==> src/rtl/program_sequencer_ctrl.sv <==
// program_sequencer_ctrl: program-memory address sequencer with return stack, fetch stall and fault lock.
// Ports:
//   clk, sync_reset_n          clock and synchronous active-low reset
//   jmp, jmp_nz, dont_jmp      jump strobes; dont_jmp (zero flag) suppresses jmp_nz
//   call, ret, ir_nibble       subroutine strobes and low-nibble target
//   pm_ready                   program memory data valid for pm_addr
//   pm_addr                    combinational next fetch address
//   pc, sp, state              registered address, stack occupancy, 00 RUN 01 STALL 10 FAULT
//   hold                       freeze request to the decoder
//   stack_overflow/underflow   sticky misuse flags
module program_sequencer_ctrl #(
   parameter int PC_W        = 8,
   parameter int STACK_DEPTH = 4,
   parameter int SP_W        = 3
) (
   input  logic            clk,
   input  logic            sync_reset_n,
   input  logic            jmp,
   input  logic            jmp_nz,
   input  logic            dont_jmp,
   input  logic            call,
   input  logic            ret,
   input  logic [3:0]      ir_nibble,
   input  logic            pm_ready,
   output logic [PC_W-1:0] pm_addr,
   output logic [PC_W-1:0] pc,
   output logic            hold,
   output logic [SP_W-1:0] sp,
   output logic            stack_overflow,
   output logic            stack_underflow,
   output logic [1:0]      state
);
   localparam int IDX_W = $clog2(STACK_DEPTH);
   typedef enum logic [1:0] {RUN = 2'b00, STALL = 2'b01, FAULT = 2'b10} state_t;
   state_t          r_state, w_next;
   logic [PC_W-1:0] r_pc, w_addr, w_tgt, w_inc;
   logic [SP_W-1:0] r_sp, w_sp_m1;
   logic [PC_W-1:0] r_stack [STACK_DEPTH];
   logic            r_ovf, r_unf, w_push, w_pop, w_set_ovf, w_set_unf, w_act, w_full, w_empty;
   assign w_tgt   = {r_pc[PC_W-1:4], ir_nibble};
   assign w_inc   = r_pc + 1'b1;
   assign w_sp_m1 = r_sp - 1'b1;
   assign w_full  = r_sp == SP_W'(STACK_DEPTH);
   assign w_empty = r_sp == '0;
   // strobes only act in RUN with the fetch completing; otherwise the pc is held
   assign w_act   = (r_state == RUN) && pm_ready;
   always_comb begin
      w_addr    = r_pc;
      w_next    = r_state;
      w_push    = 1'b0;
      w_pop     = 1'b0;
      w_set_ovf = 1'b0;
      w_set_unf = 1'b0;
      if (r_state == RUN && !pm_ready) begin
         w_next = STALL;
      end else if (r_state == STALL) begin
         w_next = pm_ready ? RUN : STALL;
      end else if (w_act) begin
         if (jmp) begin
            w_addr = w_tgt;
         end else if (jmp_nz) begin
            w_addr = dont_jmp ? w_inc : w_tgt;
         end else if (call) begin
            w_addr    = w_full ? r_pc : w_tgt;
            w_push    = !w_full;
            w_set_ovf = w_full;
            w_next    = w_full ? FAULT : RUN;
         end else if (ret) begin
            w_addr    = w_empty ? r_pc : r_stack[w_sp_m1[IDX_W-1:0]];
            w_pop     = !w_empty;
            w_set_unf = w_empty;
            w_next    = w_empty ? FAULT : RUN;
         end else begin
            w_addr = w_inc;
         end
      end
   end
   always_ff @(posedge clk) begin
      if (!sync_reset_n) begin
         r_pc    <= '0;
         r_sp    <= '0;
         r_state <= RUN;
         r_ovf   <= 1'b0;
         r_unf   <= 1'b0;
      end else begin
         r_pc    <= w_addr;
         r_state <= w_next;
         r_ovf   <= r_ovf | w_set_ovf;
         r_unf   <= r_unf | w_set_unf;
         if (w_push) r_sp <= r_sp + 1'b1;
         else if (w_pop) r_sp <= w_sp_m1;
      end
   end
   // stack contents need no reset; occupancy is tracked by r_sp
   always_ff @(posedge clk) begin
      if (sync_reset_n && w_push) r_stack[r_sp[IDX_W-1:0]] <= w_inc;
   end
   assign pm_addr         = sync_reset_n ? w_addr : '0;
   assign hold            = sync_reset_n && (r_state != RUN || !pm_ready);
   assign pc              = r_pc;
   assign sp              = r_sp;
   assign stack_overflow  = r_ovf;
   assign stack_underflow = r_unf;
   assign state           = r_state;
endmodule
==> config.mk <==
export PLATFORM = sky130hd
export DESIGN_NAME = program_sequencer_ctrl
export DESIGN_NICKNAME = d
export VERILOG_FILES = /design/src/rtl/program_sequencer_ctrl.sv
export SDC_FILE = /design/constraint.sdc
export NUM_CORES = 1
export LEC_CHECK = 0
export CORE_UTILIZATION = 30
export DETAILED_ROUTE_END_ITERATION = 6
export GPL_ROUTABILITY_DRIVEN = 0
export PLACE_DENSITY_LB_ADDON = 0.25
export SYNTH_ARGS = -nofsm -noshare
export SYNTH_HDL_FRONTEND = slang
export SYNTH_SLANG_ARGS = --single-unit
==> constraint.sdc <==
create_clock -name clk -period 3.27 [get_ports clk]
set_input_delay 0.8175 -clock clk [delete_from_list [all_inputs] [get_ports clk]]
set_output_delay 0.8175 -clock clk [all_outputs]
set_load 0.01 [all_outputs]
== After elaboration in Yosys (flattened, before gate mapping) ==
Memories as Yosys holds them, arrays and structs flattened.
Index checks and enable logic that the tools add are counted.
W data, S select, Z words.

* $add $sub $neg: 3
* Eq/ne operators: 6
* Mux-type cells: 51
* Bitwise operators: 3
* Reductions and logical operators: 19

{| class="wikitable"
|+ Operator list
! kind !! number
|-
| $mux W8 || 10
|-
| $mux W1 || 30
|-
| $mux W2 || 8
|-
| $add A8 B1 Y8 const B || 1
|-
| $reduce_and A4 Y1 || 2
|-
| $mux W3 || 2
|-
| $ne A3 B1 Y1 const B || 2
|-
| $reduce_bool A2 Y1 || 3
|-
| $reduce_bool A3 Y1 || 2
|-
| $logic_and A1 B1 Y1 || 4
|-
| $mux W4 || 1
|-
| $ne A2 B1 Y1 const B || 2
|-
| $reduce_bool A4 Y1 || 1
|-
| $add A3 B1 Y3 const B || 1
|-
| $eq A3 B3 Y1 const B || 1
|-
| $logic_not A1 Y1 || 3
|-
| $logic_not A3 Y1 || 1
|-
| $sub A3 B1 Y3 const B || 1
|-
| $eq A2 B1 Y1 const B || 1
|-
| $logic_not A2 Y1 || 1
|-
| $or A1 B1 Y1 || 2
|-
| $reduce_or A2 Y1 || 1
|-
| $logic_or A1 B1 Y1 || 1
|-
| $not A1 Y1 || 1
|}

* Word-level logic and storage cells: 89
* RAM bits: 32
* Register bits after elaboration: 15
* Memories: 1
* Output and inout port bits: 24

{| class="wikitable"
|+ Memory list
! name !! depth !! width !! read ports !! clocked after Yosys merged registers in !! wr ports !! line !! RTL
|-
| r_stack || 4 || 8 || 1 || 0 || 1 || 38 || <nowiki>logic [PC_W-1:0] r_stack [STACK_DEPTH];</nowiki>
|}

== Depth between registers and ports, before layout ==
Gate-level depths: netlist (run 1).

* Word-level depth: 11
* Gate-level depth with buffers: 8
* Gate-level depth less buffers: 6

== Worst setup path before layout (run 1) ==
Ideal clock, no wire load.

* Path kind: reg2out
* Start point: reg r_sp[0], in the netlist sp[0]
* End point: out pm_addr[3]
* Arrival: 2268 ps
* Cell stages (with the launch flop): 9
* Buffers on the path: 2
* Slack: 184 ps
* Data required time: 2453 ps
* Cell sequence: dfxtp_1 > buf_6 > inv_1 > ha_1 > clkbuf_2 > mux4_2 > nor3_1 > o311a_1 > o41ai_1

* Longest elaborated chain between the ends: 11
* Elaborated cells between the ends (all ways): 14
* Those cells by class: add/sub: 1; eq/ne: 1; mux: 10; reduce/logical: 1; memory: 1

{| class="wikitable"
|+ Ends and longest elaborated chain
! what !! line !! RTL
|-
| from (decl) || 37 || <nowiki>logic [SP_W-1:0] r_sp, w_sp_m1;</nowiki>
|-
| from (signal assigned) || 90 || <nowiki>if (w_push) r_sp <= r_sp + 1'b1;</nowiki>
|-
| from (signal assigned) || 91 || <nowiki>else if (w_pop) r_sp <= w_sp_m1;</nowiki>
|-
| $sub A3 B1 Y3 || 42 || <nowiki>assign w_sp_m1 = r_sp - 1'b1;</nowiki>
|-
| $mem_v2 Z4 W8 || n/a ||
|-
| $mux W8 || 69 || <nowiki>w_addr = w_empty ? r_pc : r_stack[w_sp_m1[IDX_W-1:0]];</nowiki>
|-
| $mux W8 || 68 || <nowiki>end else if (ret) begin</nowiki>
|-
| $mux W8 (*) || 63 || <nowiki>end else if (call) begin</nowiki>
|-
| $mux W8 (*) || 61 || <nowiki>end else if (jmp_nz) begin</nowiki>
|-
| $mux W8 (*) || 59 || <nowiki>if (jmp) begin</nowiki>
|-
| $mux W8 (*) || 58 || <nowiki>end else if (w_act) begin</nowiki>
|-
| $mux W8 (*) || 56 || <nowiki>end else if (r_state == STALL) begin</nowiki>
|-
| $mux W8 (*) || 54 || <nowiki>if (r_state == RUN && !pm_ready) begin</nowiki>
|-
| $mux W8 (*) || n/a ||
|-
| to (decl) || 25 || <nowiki>output logic [PC_W-1:0] pm_addr,</nowiki>
|}

Mark *: on every way between the ends. The rest lies on a longest branch, timed or not.

== Worst setup path after layout (run 1) ==
* Start point: in jmp
* End point: out pm_addr[5]

* Longest elaborated chain between the ends: 5

{| class="wikitable"
|+ Ends and longest elaborated chain
! what !! line !! RTL
|-
| from (decl) || 18 || <nowiki>input logic jmp,</nowiki>
|-
| $mux W8 || 59 ||
|-
| $mux W8 || 58 ||
|-
| $mux W8 || 56 ||
|-
| $mux W8 || 54 ||
|-
| $mux W8 || n/a ||
|}

No other way between the ends.

==> results of run 1 <==
[how the worst max path moves through the flow]
stage                 endpoint  slack [ps]
floorplan           pm_addr[3]         180
global placement    pm_addr[4]        -660
detailed placement  pm_addr[4]        -680
CTS                 pm_addr[4]          20
global route        pm_addr[4]         0.8
finish              pm_addr[5]          40
[worst max-delay path: stages]
cell           delay (ps)
dlygate4sd2_1         250
or4b_4                580
nor2_8                150
buf_4                 140
and4_2                240
a2111oi_4              60
buf_2                 160
[registers in the layout (all words and copies together) (netlist names)]
register	cells
sp	3
pc	8
r_stack	32
stack_underflow	1
state	2
stack_overflow	1
[synthesized netlist by cell type (2+ instances only)]
| cell | instances |
|---|---|
| buf_6 | 2 |
| edfxtp_1 | 32 |
| ha_1 | 6 |
| xnor2_1 | 4 |
| and2_1 | 5 |
| a211oi_1 | 4 |
| nand3_1 | 6 |
| nor3_1 | 8 |
| buf_2 | 5 |
| mux2i_1 | 4 |
| nor3b_1 | 3 |
| clkbuf_1 | 10 |
| a21boi_0 | 2 |
| or3_1 | 2 |
| a2111oi_2 | 2 |
| nand2_1 | 13 |
| o211ai_1 | 3 |
| mux4_2 | 8 |
| nor2_1 | 13 |
| o31ai_1 | 3 |
| a21oi_1 | 11 |
| nor4_1 | 3 |
| nor2b_1 | 3 |
| nand2b_1 | 3 |
| o2111ai_1 | 2 |
| o21ai_0 | 9 |
| o311ai_1 | 2 |
| a221oi_1 | 2 |
| o22ai_1 | 3 |
| dfxtp_1 | 15 |
| o311a_1 | 4 |
| xor2_1 | 2 |
| inv_1 | 10 |
| a311oi_1 | 2 |
| and3_1 | 4 |
| o21a_1 | 2 |
[where the power goes]
| part | leakage [nW] | switching (mW) | internal (mW) | total [mW] |
|---|---|---|---|---|
| sequential | 0.430 | 0.0120 | 0.643 | 0.656 |
| clock | 0.0489 | 0.218 | 0.155 | 0.373 |
| combinational | 0.952 | 0.113 | 0.120 | 0.233 |
| total | 1.43 | 0.343 | 0.919 | 1.26 |
[final cells by class]
type                    count  area, sq um  share of cell area
multi-input cells         162         1360               0.364
flip-flops and latches     47         1260               0.337
repair buffers            104          857               0.229
well taps                 105          131              0.0351
clock buffers               5         68.8              0.0184
inverters                  11         41.3              0.0110
clock inverters             3         22.5             0.00602
[routing by layer]
layer  share of wire  vias up
met5               0        -
met2            0.47       59
li1                -     1112
met4           0.016        0
met3           0.038       10
met1            0.47     1158
[stage by stage]
stage | utilization | std cells | hold slack (ps) | area, sq um | power [mW]
after floorplan | - | 239 | 505 | 2660 | 0.768
after global placement | 0.419 | 421 | 476 | 3510 | 0.886
after detailed placement | 0.419 | 421 | 497 | 3510 | 0.887
after CTS | 0.446 | 437 | 520 | 3730 | 1.27
after global routing | 0.447 | 437 | 559 | 3740 | 1.32
final | 0.447 | 437 | 521 | 3740 | 1.26
[logic make-up (layout without fill, tap and decap cells)]
kind of cell / Yosys count / after routing / share of synthesized area
AO/OA/AOI/OAI: 63 / 63 / 0.178
XOR/XNOR: 6 / 6 / 0.0198
adder cells (fa/ha/maj): 6 / 6 / 0.0283
buffers and inverters: 30 / 123 / 0.0509
flip-flops: 47 / 47 / 0.475
multiplexers: 12 / 12 / 0.0829
AND/OR/NAND/NOR: 75 / 75 / 0.166
[what timing repair did]
action | CTS | global route
pin swaps | 9 | 3
setup endpoints to repair | 9 | 5
hold endpoints to repair | 0 | 0
setup buffers | 8 | 0
resized for setup | 54 | 2
==> out/results.tsv, run 1 <==
stage	metric	value	unit
synthesis	number of library cell types mapped by synthesis	63	
setup_path	critical path endpoint category	output port	
grt	maximum number of pins on one net before global-route repair	17	
grt	layer with the highest usage	met2	
cells_and_area	synthesis-to-layout area growth	40.9	%
clock_network	hold_buf cts	0	
power_and_ir_drop	Peak supply drop	0.161	mV
clock_network	CTS tree	built	
floorplanning	die area	0.00923	sq mm
sta	final setup slack of the worst path	45.0	ps
sta	worst relative slew slack	0.716	
cells_and_area	layout cells sized above 1	0.328	
setup_path	biggest fanout along the worst timing path	4	
sta	slew at the pin closest to its max-slew limit	425	ps
synthesis	post-synthesis net count	257	
clock_network	latest clock arrival within the worst-skew pair	300	ps
grt	Remaining Overflow, GRT	0	
synthesis	Yosys top cell by area	edfxtp_1	
routing	drc violations	0	
power_and_ir_drop	Lkg Pwr	1.43	nW
sta	Final Skew	4.20	ps
floorplanning	Starting Density	0.317	
floorplanning	Chip Width	96.1	um
setup_path	startpoint type of the worst setup path	input pin	
grt	Global Route met1 Usage	0.238	
cells_and_area	commonest non-fill, non-tap cells in the layout	65 x buf_4, 32 x edfxtp_1, 20 x clkdlybuf4s50_1, 15 x dfxtp_1	
setup_path	launch point of the critical path	jmp	
grt	routing usage on met2	0.291	
sta	minimum clock period	3230	ps
synthesis	total standard cell area after synthesis	0.00266	sq mm
routing	Initial DRT Pass Iterations	4	
hold_path	Hold Crit Endpoint	stack_underflow	
sta	total count of max-transition violations in the final report	0	
setup_path	count of cells along the worst register-to-register path	6	
sta	highest clock rate	0.310	GHz
cells_and_area	antenna fix cells	0	
routing	Final ANT Viol Nets	0	
setup_path	Crit path arrival time	2410	ps
clock_network	number of buffers inserted during clock tree synthesis	5	
synthesis	Synth async-reset ratio	0	
hold_path	hold wc startpoint	stack_underflow	
synthesis	largest cells by area after synthesis	edfxtp_1 36%, dfxtp_1 11%, mux4_2 6.8%	
grt	initial antenna violation count	0	
synthesis	gate count after technology mapping	239	
placed_design	Final HPWL DP	5.71	mm
clock_network	maximum root-to-sink buffer count	2	
cells_and_area	fill cell count	797	
synthesis	EDFF count, synth	32	
floorplanning	core region area	0.00838	sq mm
setup_path	launching point of the worst reg2reg path	state[0]	
routing	DRC violation total after the first TritonRoute iteration	105	
routing	average routed wire per standard cell	17.4	um
grt	met3 GRT Util	0.0308	
grt	global-route usage over all layers	0.178	
sta	final period utilization	0.986	
sta	RSZ-0062 raised after global routing	no	
cells_and_area	most frequent standard cell in the layout excluding fill and tap cells	buf_4	
grt	number of global-route vias before repair	2327	
clock_network	CTS Root Buffer Type	clkbuf_8	
cells_and_area	net total in the final layout	349	
synthesis	Syn Area/Cell	11.1	sq um
placed_design	worst setup slack before clock tree synthesis	-681	ps
sta	number of failing setup endpoints in the final timing report	0	
floorplanning	cell row count	33	
synthesis	Primary FF master, synth	edfxtp_1	
setup_path	register-to-register setup slack	1220	ps
setup_path	destination of the worst register-to-register timing path	r_stack[2][0]	
clock_network	number of H-tree branching levels	2	
placed_design	Buffers on Ports	35	
routing	vias per std cell	5.35	
setup_path	Required @ worst endpoint	2450	ps
setup_path	Worst Setup Path Type	in -> out	
power_and_ir_drop	power density over the cells	337	mW/mm^2
job	max cap viols	0	
hold_path	type of the worst min-delay path	reg -> reg	
clock_network	total number of clock tree sinks	47	
floorplanning	io pins	36	
outcome	run status	complete, no violations	
floorplanning	Chip Height	96.1	um
routing	wire length reported by the detailed router	7.59	mm
synthesis	Seq cells post-synth	47	
synthesis	share of the synthesized area in the top cell type	0.362	
synthesis	sequential element share of the synthesized area	0.475	
synthesis	total number of yosys warnings	0	
sta	final hold violations	0	
hold_path	Cells on Worst Hold Path	2	
clock_network	post-CTS clock slew at the launch and capture registers of the worst setup and hold paths	100	ps
routing	routed vias	2339	
grt	wire length of the first global-routing pass	12.1	mm
sta	total negative setup slack	0	ps
No activity file was read; power rests on OpenSTA's default activity.
==> run 2, diff against run 1 <==
--- a/config.mk
+++ b/config.mk
@@ -8,6 +8,7 @@
 export CORE_UTILIZATION = 30
 export DETAILED_ROUTE_END_ITERATION = 6
 export GPL_ROUTABILITY_DRIVEN = 0
+export HOLD_SLACK_MARGIN = 0.06
 export PLACE_DENSITY_LB_ADDON = 0.25
 export SYNTH_ARGS = -nofsm -noshare
 export SYNTH_HDL_FRONTEND = slang
==> results of run 2 <==
No change in the layout: final DEF, timing and power equal those of run 1.
==> run 3, diff against run 2 <==
--- a/config.mk
+++ b/config.mk
@@ -5,11 +5,13 @@
 export SDC_FILE = /design/constraint.sdc
 export NUM_CORES = 1
 export LEC_CHECK = 0
+export CORE_ASPECT_RATIO = 0.6
 export CORE_UTILIZATION = 30
 export DETAILED_ROUTE_END_ITERATION = 6
 export GPL_ROUTABILITY_DRIVEN = 0
 export HOLD_SLACK_MARGIN = 0.06
 export PLACE_DENSITY_LB_ADDON = 0.25
+export RECOVER_POWER = 50
 export SYNTH_ARGS = -nofsm -noshare
 export SYNTH_HDL_FRONTEND = slang
 export SYNTH_SLANG_ARGS = --single-unit
==> run 3 against run 2 <==
Net effect:
- total power grew 19%
- clock-buffer cell count rose by 1
- routed wire length up 5.7%
- core utilization grew 0.72 points
- critical path type unchanged
- largest power group unchanged
==> out/results.tsv, run 3 (synthesis results as in run 1) <==
stage	metric	value	unit	change
floorplanning	Starting Density	0.310		-0.00644
cells_and_area	most frequent standard cell in the layout excluding fill and tap cells	buf_4		
power_and_ir_drop	power density over the cells	388	mW/mm^2	+15%
sta	slew at the pin closest to its max-slew limit	447	ps	+22.1 ps
cells_and_area	final instance count without filler cells	447		+2.3%
cells_and_area	commonest non-fill, non-tap cells in the layout	56 x buf_4, 32 x edfxtp_1, 14 x clkdlybuf4s50_1, 14 x dfxtp_1, 13 x nand2_1		
setup_path	slowest stage cell on the critical path	clkdlybuf4s50_1		
cells_and_area	Final Instance Area	0.00388	sq mm	+3.7%
setup_path	biggest fanout along the worst timing path	5		+1
placed_design	worst setup slack before clock tree synthesis	-646	ps	+35.3 ps
cells_and_area	number of flip-flops under the largest register name	32		unchanged
sta	final hold violations	0		unchanged
setup_path	Crit path arrival time	2380	ps	-30 ps
power_and_ir_drop	Internal	1.15	mW	+25%
setup_path	launching point of the worst reg2reg path	state[0]		
grt	initial antenna violation count	0		unchanged
setup_path	critical path endpoint category	output port		
grt	number of global-route vias before repair	2274		-2.3%
routing	wire length reported by the detailed router	8.01	mm	+5.7%
routing	average routed wire per standard cell	17.9	um	+3.3%
setup_path	launch point of the critical path	pm_ready		
clock_network	number of H-tree branching levels	2		unchanged
clock_network	CTS Root Buffer Type	clkbuf_16		
setup_path	critical path endpoint	hold		
grt	maximum number of pins on one net before global-route repair	16		-1
power_and_ir_drop	Peak supply drop	0.209	mV	+30%
clock_network	number of buffers inserted during clock tree synthesis	5		unchanged
power_and_ir_drop	relative contribution of the clock network to total power	0.406		+0.110
cells_and_area	synthesis-to-layout area growth	46.2	%	
power_and_ir_drop	post-layout total power	1.51	mW	+19%
cells_and_area	layout cells sized above 1	0.325		-0.00294
setup_path	sequence of cells on the critical path	dlygate4sd2_1 > buf_4 > nor3b_1 > buf_4 > buf_4 > nor2_2 > buf_4 > clkdlybuf4s50_1		
setup_path	Required @ worst endpoint	2450	ps	about the same
floorplanning	Chip Width	123	um	+28%
clock_network	CTS tree	built		
grt	global-route usage over all layers	0.188		+0.00982
outcome	run status	complete, no violations		
placed_design	placed cell count	432		+2.6%
clock_network	latest clock arrival within the worst-skew pair	290	ps	about the same
placed_design	Final HPWL DP	6.01	mm	+5.1%
setup_path	startpoint type of the worst setup path	input pin		
sta	number of failing setup endpoints in the final timing report	0		unchanged
clock_network	total number of clock tree sinks	47		unchanged
job	max cap viols	0		unchanged
power_and_ir_drop	sequential cell fraction of total power	0.434		-0.086
clock_network	post-CTS clock slew at the launch and capture registers of the worst setup and hold paths	60	ps	-40 ps
setup_path	Worst Setup Path Type	in -> out		
floorplanning	die area	0.00925	sq mm	+0.14%
sta	Final Skew	5.69	ps	+1.49 ps
routing	drc violations	0		unchanged
power_and_ir_drop	proportion of power drawn by combinational gates	0.159		-0.025
placed_design	placed cell area	0.00359	sq mm	+2.2%
power_and_ir_drop	switching power of the nets	0.360	mW	+5.0%
sta	highest clock rate	0.313	GHz	+0.93%
hold_path	type of the worst min-delay path	reg -> reg		
sta	total count of max-transition violations in the final report	0		unchanged
floorplanning	io pins	36		unchanged
setup_path	count of cells along the worst register-to-register path	7		+1
cells_and_area	antenna fix cells	0		unchanged
power_and_ir_drop	switching portion of total power	0.239		-0.0326
routing	routed vias	2324		-0.64%
sta	worst relative slew slack	0.702		-0.0143
setup_path	destination of the worst register-to-register timing path	r_stack[1][7]		
floorplanning	Chip Height	74.9	um	-22%
setup_path	register-to-register setup slack	1010	ps	-210 ps
routing	Final ANT Viol Nets	0		unchanged
routing	DRC violation total after the first TritonRoute iteration	233		+120%
routing	Initial DRT Pass Iterations	4		unchanged
setup_path	most frequent CP cell	buf_4		
setup_path	Critical Path Max Stage Delay	520	ps	-60 ps
clock_network	maximum root-to-sink buffer count	2		unchanged
cells_and_area	net total in the final layout	352		+0.86%
sta	RSZ-0062 raised after global routing	no		
sta	final period utilization	0.977		-0.00905
placed_design	Buffers on Ports	35		unchanged
power_and_ir_drop	Lkg Pwr	1.47	nW	+2.6%
routing	vias per std cell	5.20		-2.9%
floorplanning	core region area	0.00856	sq mm	+2.1%
sta	tightest hold margin	501	ps	-20.6 ps
sta	minimum clock period	3200	ps	-29.6 ps
grt	Remaining Overflow, GRT	0		unchanged
grt	wire length of the first global-routing pass	12.6	mm	+4.1%
floorplanning	cell row count	26		-21%
sta	final setup slack of the worst path	74.5	ps	+29.6 ps
[run 3: changes by cell type in the layout (fill, tap and decap cells not counted), sizes merged]
cell / before / now
clkinvlp: 0 / 1
dlygate4sd3: 0 / 6
inv: 12 / 10
dlygate4sd2: 6 / 5
clkinv: 2 / 1
bufinv: 0 / 1
clkdlybuf4s50: 20 / 14
clkbuf: 5 / 18
buf: 75 / 67
[run 3: critical path: cells and delay by family]
family                 cells  cell delay (ps)
buffers and inverters      6             1290
AND/OR/NAND/NOR            2              250
[run 3: power by group through the flow]
stage | Clock, mW | Combinational [mW] | Sequential, mW
finish | 0.611 | 0.240 | 0.654
global route | 0.646 | 0.256 | 0.655
CTS | 0.622 | 0.244 | 0.653
detailed placement | 0 | 0.228 | 0.666
global placement | 0 | 0.227 | 0.667
floorplan | 0 | 0.102 | 0.667
[run 3: worst min path at each step]
stage	startpoint	end	slack [ps]	cells after the start
2_1_floorplan	stack_overflow	stack_overflow	500	2
3_3_place_gp	stack_underflow	stack_underflow	480	2
3_5_place_dp	stack_overflow	stack_overflow	470	2
4_1_cts	stack_overflow	stack_overflow	500	2
5_1_grt	stack_overflow	stack_overflow	500	2
6_report	stack_underflow	stack_underflow	500	2
[run 3: through the flow]
step	setup TNS, ps	utilization
final	0	0.454
after global routing	0	0.454
after CTS	-24.6	0.458
after detailed placement	-4470	0.420
after global placement	-4370	0.420
after floorplan	0	-
[run 3: final cells by class]
class	count	area, sq um
clock buffers	6	139
fillers	791	4670
flip-flops and latches	47	1260
clock inverters	2	38.8
inverters	11	45.0
multi-input cells	162	1360
repair buffers	107	893
well taps	112	140
[run 3: what timing repair did]
action,4_1_cts,5_1_grt
setup buffers,7,1
resized for setup,52,11
endpoints found under the setup margin,9,8
gates cloned,0,0
hold buffers,0,0
pin swaps,6,6
[run 3: metal layers]
| metal | vias up | part of all wire | wire, um | global-route usage |
|---|---|---|---|---|
| met5 | - | 0 | 0 | 0 |
| met4 | 0 | 0.0079 | 63 | 0.0428 |
| met3 | 9 | 0.059 | 471 | 0.0492 |
| met2 | 78 | 0.39 | 3140 | 0.258 |
| met1 | 1113 | 0.54 | 4340 | 0.289 |
| li1 | 1124 | - | - | - |
